<file path="src/rtl/brainhack_pkg.sv">
// Shared opcode, state and width definitions for the BrainHack data-tape path.
package brainhack_pkg;

    localparam int c_default_addr_width = 8;
    localparam int c_default_data_width = 8;
    localparam int c_default_arg_width  = 8;

    typedef enum logic [3:0] {
        OP_NOP    = 4'd0,
        OP_ADD    = 4'd1,
        OP_SUB    = 4'd2,
        OP_RIGHT  = 4'd3,
        OP_LEFT   = 4'd4,
        OP_IN     = 4'd5,
        OP_OUT    = 4'd6,
        OP_CLR    = 4'd7,
        OP_SCAN_R = 4'd8,
        OP_SCAN_L = 4'd9
    } op_t;

    typedef enum logic [1:0] {
        ST_IDLE = 2'd0,
        ST_EXEC = 2'd1,
        ST_SCAN = 2'd2
    } state_t;

endpackage

</file>
<file path="src/rtl/tape_ptr_step.sv">
// Combinational data-pointer step shared by RIGHT/LEFT and scans.
// TAPE_BOUND_CHECK_EN selects clamping at the tape ends instead of wrapping.
module tape_ptr_step #(
    parameter int c_addr_width = 8,
    parameter int c_arg_width  = 8
) (
    input  logic [c_addr_width-1:0] i_ptr,
    input  logic [c_arg_width-1:0]  i_stride,
    input  logic                    i_left,
    output logic [c_addr_width-1:0] o_ptr,
    output logic                    o_saturated
);

`ifdef TAPE_BOUND_CHECK_EN
    // One spare bit so the true sum/difference is visible before clamping.
    localparam int c_wide = ((c_addr_width > c_arg_width) ? c_addr_width : c_arg_width) + 1;
    localparam logic [c_wide-1:0] c_last = {{(c_wide - c_addr_width){1'b0}}, {c_addr_width{1'b1}}};

    logic [c_wide-1:0] ptr_wide;
    logic [c_wide-1:0] stride_wide;
    logic [c_wide-1:0] sum_wide;

    always_comb begin
        ptr_wide    = c_wide'(i_ptr);
        stride_wide = c_wide'(i_stride);
        sum_wide    = ptr_wide + stride_wide;
        o_saturated = 1'b0;
        o_ptr       = i_ptr;
        if (i_left) begin
            if (stride_wide > ptr_wide) begin
                o_ptr       = '0;
                o_saturated = 1'b1;
            end else begin
                o_ptr = c_addr_width'(ptr_wide - stride_wide);
            end
        end else begin
            if (sum_wide > c_last) begin
                o_ptr       = '1;
                o_saturated = 1'b1;
            end else begin
                o_ptr = c_addr_width'(sum_wide);
            end
        end
    end
`else
    logic [c_addr_width-1:0] stride_addr;

    assign stride_addr = c_addr_width'(i_stride);
    assign o_ptr       = i_left ? (i_ptr - stride_addr) : (i_ptr + stride_addr);
    assign o_saturated = 1'b0;
`endif

endmodule

</file>
<file path="src/rtl/tape_controller.sv">
// Data-tape execution unit: owns the data pointer, does read-modify-write on the
// current cell and multi-cycle scans. Optional TAPE_BOUND_CHECK_EN clamps the pointer.
module tape_controller
    import brainhack_pkg::*;
#(
    parameter int c_addr_width = c_default_addr_width,
    parameter int c_data_width = c_default_data_width,
    parameter int c_arg_width  = c_default_arg_width
) (
    input  logic                    i_clock,
    input  logic                    i_reset,
    input  logic                    i_cmd_valid,
    output logic                    o_cmd_ready,
    input  logic [3:0]              i_cmd_op,
    input  logic [c_arg_width-1:0]  i_cmd_arg,
    output logic                    o_done,
    output logic                    o_zero,
    output logic                    o_out_valid,
    output logic [c_data_width-1:0] o_out_data,
    output logic                    o_error,
    output logic [c_addr_width-1:0] o_ptr,
    output logic [c_addr_width-1:0] o_ram_addr,
    output logic [c_data_width-1:0] o_ram_data,
    output logic                    o_ram_enable_in,
    input  logic [c_data_width-1:0] i_ram_data,
    output state_t                  o_state
);

    localparam logic [c_addr_width:0] c_scan_limit = {1'b1, {c_addr_width{1'b0}}};

    state_t                  state;
    logic [c_addr_width-1:0] ptr;
    logic [3:0]              op_q;
    logic [c_arg_width-1:0]  arg_q;
    logic [c_addr_width:0]   step_cnt;
    logic [c_addr_width:0]   step_cnt_next;
    logic                    done_q;
    logic                    out_valid_q;
    logic [c_data_width-1:0] out_data_q;
    logic                    error_q;

    logic                    cell_zero;
    logic                    scan_op;
    logic                    step_left;
    logic [c_arg_width-1:0]  stride;
    logic [c_addr_width-1:0] step_ptr;
    logic                    step_sat;
    logic [c_data_width-1:0] arg_data;
    logic [c_data_width-1:0] ram_wdata;
    logic                    ram_we;

    assign cell_zero     = (i_ram_data == '0);
    assign scan_op       = (op_q == OP_SCAN_R) || (op_q == OP_SCAN_L);
    assign step_left     = (op_q == OP_LEFT) || (op_q == OP_SCAN_L);
    assign stride        = (scan_op && (arg_q == '0)) ? c_arg_width'(1) : arg_q;
    assign arg_data      = c_data_width'(arg_q);
    assign step_cnt_next = step_cnt + 1'b1;

    tape_ptr_step #(
        .c_addr_width (c_addr_width),
        .c_arg_width  (c_arg_width)
    ) u_ptr_step (
        .i_ptr       (ptr),
        .i_stride    (stride),
        .i_left      (step_left),
        .o_ptr       (step_ptr),
        .o_saturated (step_sat)
    );

    // Cell ALU: the write happens only during the single EXEC cycle.
    always_comb begin
        ram_we    = 1'b0;
        ram_wdata = '0;
        if (state == ST_EXEC) begin
            case (op_q)
                OP_ADD: begin ram_we = 1'b1; ram_wdata = i_ram_data + arg_data; end
                OP_SUB: begin ram_we = 1'b1; ram_wdata = i_ram_data - arg_data; end
                OP_IN:  begin ram_we = 1'b1; ram_wdata = arg_data;              end
                OP_CLR: begin ram_we = 1'b1; ram_wdata = '0;                    end
                default: ;
            endcase
        end
    end

    // Command handshake: a command transfers on a rising edge where i_cmd_valid and
    // o_cmd_ready are both high; the sequencer holds valid and payload until then.
    always_ff @(posedge i_clock) begin
        if (i_reset) begin
            state       <= ST_IDLE;
            ptr         <= '0;
            op_q        <= OP_NOP;
            arg_q       <= '0;
            step_cnt    <= '0;
            done_q      <= 1'b0;
            out_valid_q <= 1'b0;
            out_data_q  <= '0;
            error_q     <= 1'b0;
        end else begin
            done_q      <= 1'b0;
            out_valid_q <= 1'b0;
            case (state)
                ST_IDLE: begin
                    if (i_cmd_valid) begin
                        op_q  <= i_cmd_op;
                        arg_q <= i_cmd_arg;
                        state <= ST_EXEC;
                    end
                end
                ST_EXEC: begin
                    state  <= ST_IDLE;
                    done_q <= 1'b1;
                    case (op_q)
                        OP_RIGHT, OP_LEFT: begin
                            ptr <= step_ptr;
                            if (step_sat) error_q <= 1'b1;
                        end
                        OP_OUT: begin
                            out_data_q  <= i_ram_data;
                            out_valid_q <= 1'b1;
                        end
                        OP_SCAN_R, OP_SCAN_L: begin
                            if (!cell_zero) begin
                                ptr      <= step_ptr;
                                step_cnt <= '0;
                                if (step_sat) begin
                                    error_q <= 1'b1;
                                end else begin
                                    state  <= ST_SCAN;
                                    done_q <= 1'b0;
                                end
                            end
                        end
                        default: ;
                    endcase
                end
                ST_SCAN: begin
                    if (cell_zero) begin
                        state  <= ST_IDLE;
                        done_q <= 1'b1;
                    end else begin
                        ptr      <= step_ptr;
                        step_cnt <= step_cnt_next;
                        // A full lap without a zero cell, or hitting a tape end, aborts the scan.
                        if (step_sat || (step_cnt_next == c_scan_limit)) begin
                            error_q <= 1'b1;
                            state   <= ST_IDLE;
                            done_q  <= 1'b1;
                        end
                    end
                end
                default: state <= ST_IDLE;
            endcase
        end
    end

    assign o_cmd_ready     = (state == ST_IDLE) && !i_reset;
    assign o_done          = done_q;
    assign o_zero          = cell_zero;
    assign o_out_valid     = out_valid_q;
    assign o_out_data      = out_data_q;
    assign o_error         = error_q;
    assign o_ptr           = ptr;
    assign o_ram_addr      = ptr;
    assign o_ram_data      = ram_wdata;
    assign o_ram_enable_in = ram_we;
    assign o_state         = state;

endmodule

</file>
<file path="config.mk">
export PLATFORM = sky130hd
export DESIGN_NAME = tape_controller
export DESIGN_NICKNAME = d
export VERILOG_FILES = /design/src/rtl/brainhack_pkg.sv /design/src/rtl/tape_ptr_step.sv /design/src/rtl/tape_controller.sv
export SDC_FILE = /design/constraint.sdc
export NUM_CORES = 1
export LEC_CHECK = 0
export BUFFER_PORTS_ARGS = -buffer_cell sky130_fd_sc_hd__buf_4
export CORE_MARGIN = 3
export CORE_UTILIZATION = 30
export CTS_CLUSTER_SIZE = 28
export DETAILED_ROUTE_END_ITERATION = 8
export GPL_ROUTABILITY_DRIVEN = 0
export GPL_TIMING_DRIVEN = 1
export PLACE_DENSITY = 0.53
export SLEW_MARGIN = 10
export SYNTH_ARGS = -nofsm -noshare
export SYNTH_HDL_FRONTEND = slang
export SYNTH_SLANG_ARGS = --single-unit
</file>
<file path="constraint.sdc">
create_clock -name i_clock -period 4.44 [get_ports i_clock]
set_clock_uncertainty 0.2 [all_clocks]
set_input_delay 1.332 -clock i_clock [delete_from_list [all_inputs] [get_ports i_clock]]
set_output_delay 1.332 -clock i_clock [all_outputs]
set_load 0.05 [all_outputs]
</file>
==> reports/results.txt <==
Top-Level Pins - 63
Die area - 11110 µm²
Final #Nets - 495
Crit path launch type - primary input
Final Max Tran Viols - 0
Worst Path Arrival - 2.92 ns
Row cnt - 35
Run status - finished, violations left
Total track usage - 14.24%
DRT iter0 DRCs - 126
Max H-tree Level - 2
Power after layout - 0.001340 W
# setup viols final - 1
Starting Density - 31.48%
Final worst slack - -0.01454 ns
Compound-Gate Fraction of Synth Area - 17.22%
Commonest cells post-synth - nor2_1, dfxtp_1, a21oi_1, nand2_1, xnor2_1
Placeable Area - 9415 µm²
Crit path kind - primary input to output pin
Crit path cell chain - buf_8 -> inv_4 -> ha_4 -> fa_2 -> nor2b_4 -> o21ai_2 -> nand2b_1 -> a21o_1 -> a21oi_2 -> mux2i_1 -> a31o_2 -> buf_8
Maximum clock frequency - 224.5 MHz
Area grow syn2layout - 32.17%
Ys flop type - dfxtp_1
Detail Route Antenna Nets - 0
Overflow after GRT - 0
Slew HR - 58.57%
Failing checks - setup timing
Post-synth top area share - 28.37%
Skew-Pair Late Insertion Delay - 0.30 ns
Final WL - 8010 µm
Simple-Gate Fraction of Synth Area - 25.50%
Synth Instances - 387
Deepest clock path buffer count - 2
Slowest Stage Delay on Critical Path - 0.37 ns
DIE WIDTH - 105.4 µm
R2R setup slack - 0.43 ns
Worst-margin pin slew - 0.6214 ns
Req. time, crit path - 2.91 ns
Num CTS Buffers - 5
Routed wire per std cell - 13.81 µm
CP max FO - 2
Ys Warns - 0
Fin crit share - 100.3%
Synth Cell Area - 2964 µm²
Hold Fails Final Rpt - 0
Sequential share of the synthesized area - 28.37%
RSZ-0062 raised after global routing - yes
Slowest stage cell, crit path - fa_2
Seq cells post-synth - 42
Cts hold-fix bufs - 0
Layout cells sized above 1 - 28.82%
Number of remaining DRC errors - 0
CP bufs+invs - 3
Worst vdd ir - 0.0001299 V
Pwr dens - 342.1 nW/µm²
Largest net degree at the start of global routing - 43
Most used cell, CP - buf_8
EDFF count, synth - 0
First-pass GRT wire length - 13040 µm
Hold Slack - 0.2902 ns
Crit-path leading delay family - adder cells
Cell leakage power - 1.651 nW
Top-count cell post-synth - nor2_1
Avg Cell Area, Syn - 7.659 µm²
Routed via count - 2829
Largest family of logic cells by synthesized area - simple AND/OR/NAND/NOR gates
CTS sink cnt - 42
CTS tree - done
Initial antenna violation count - 0
Post-Synth XOR/XNOR Area - 6.796%
Synth async-reset ratio - 0%
ANT cells - 0
PortBufs - 62
Mux cell area share after synthesis - 4.812%
Clk root buf - clkbuf_8
Synth Area in Adders - 9.793%
Synth top area cells - dfxtp_1, ha_1, nor2_1
DIE HEIGHT - 105.4 µm
Crit path time final - 4.455 ns
DR vias/cell - 4.878
Post-Synthesis Net Count - 432
Synth area leader - dfxtp_1
Distinct cells, synth - 54
Max Cap Violations - 0
DP HPWL - 6013 µm
Worst hold-check path type - flop to flop
CTS clk-pin slew, worst paths - 0.08 ns
Critical path endpoint category - output pin
First drt pass iteration count - 4
Vias in the first global route - 2750
through the flow:
| stage | area, µm² | TNS [ns] | worst slack (ns) | instances | util, % |
|---|---|---|---|---|---|
| floorplan | 2988 | -0.1646 | -0.1646 | 387 | - |
| global placement | 3583 | -0.4881 | -0.1842 | 566 | 38.06 |
| detailed placement | 3583 | -0.4987 | -0.1956 | 566 | 38.06 |
| CTS | 3785 | -0.02184 | -0.01059 | 576 | 40.20 |
| global route | 3918 | -0.1967 | -0.08589 | 580 | 41.61 |
| finish | 3918 | -0.01454 | -0.01454 | 580 | 41.61 |
worst paths after layout:
path / start / to / depth (start not counted)
max: i_ram_data[0] / o_ram_data[6] / 12
min: step_cnt[8]$_SDFFE_PP0P_ / step_cnt[8]$_SDFFE_PP0P_ / 1
max reg2reg: op_q[2]$_SDFFE_PP0P_ / o_ptr[7]$_SDFFE_PP0P_ / 16
min reg2reg: step_cnt[8]$_SDFFE_PP0P_ / step_cnt[8]$_SDFFE_PP0P_ / 1
logic make-up after synthesis:
| kind of cell | count (synthesis) |
|---|---|
| xor+xnor | 23 |
| mux | 14 |
| fa+ha+maj | 22 |
| compound gates | 87 |
| buf+inv | 46 |
| flops | 42 |
| simple gates | 153 |
routing by layer:
| layer | track usage [%] | share of wire, % |
|---|---|---|
| met1 | 18.70 | 47 |
| met2 | 23.18 | 46 |
| met3 | 2.021 | 4.2 |
| met4 | 6.186 | 3.0 |
| met5 | 0 | 0 |
repair_timing:
item	in CTS	in global routing
gates cloned	0	0
gates resized for setup	20	23
pin swaps	8	15
hold endpoints to repair	0	0
buffers inserted	2	5
setup endpoints to repair	5	5
final cells by class:
type | count | area (µm²)
inverter | 17 | 66.31
sequential | 42 | 842.1
clock buffer | 8 | 110.1
tap | 129 | 161.4
multi-input combinational | 299 | 2062
fill | 964 | 5498
timing repair buffer | 85 | 675.6
state kept, by name, summed over array words and instances, names as in the netlist:
signal       flops
o_error          1
o_out_valid      1
arg_data         8
o_done           1
step_cnt         9
op_q             4
o_ptr            8
o_out_data       8
o_state          2
worst register-to-register path, stage by stage (launching register included):
cell and delay, ns:
dfxtp_1 0.34, buf_4 0.16, nor2_1 0.21, nand2_1 0.22, nor3_1 0.18, nand4_1 0.23, nand2_1 0.17, inv_1 0.06
ha_1 0.26, a21oi_1 0.25, ha_1 0.29, a21o_1 0.20, a41o_1 0.25, o41a_1 0.32, xnor2_1 0.16, or3_1 0.31
a21oi_1 0.13
cells in the final DEF, fill, tap and decap left out, types with 3 or more instances in the layout:
| cell | instances |
|---|---|
| o21ai_0 | 15 |
| a21oi_1 | 37 |
| nor2b_1 | 4 |
| a21o_1 | 3 |
| nand3_1 | 8 |
| nor2_1 | 51 |
| buf_8 | 3 |
| a22oi_1 | 4 |
| buf_6 | 4 |
| inv_1 | 15 |
| o21ai_2 | 3 |
| xnor2_1 | 20 |
| ha_4 | 3 |
| dfxtp_1 | 41 |
| ha_1 | 17 |
| a31oi_1 | 4 |
| clkbuf_8 | 8 |
| nor2b_4 | 5 |
| nor2_2 | 3 |
| nor4_1 | 3 |
| and3_1 | 3 |
| or4_1 | 3 |
| nor3b_1 | 5 |
| o21ai_1 | 3 |
| buf_4 | 78 |
| nand2_1 | 39 |
| mux2i_1 | 12 |
| nor3_1 | 9 |
power by group:
| part | switching [W] | internal (W) |
|---|---|---|
| clock | 0.000140 | 0.000157 |
| sequential | 0.0000248 | 0.000397 |
| combinational | 0.000349 | 0.000272 |
(Power assumes the default switching activity.)
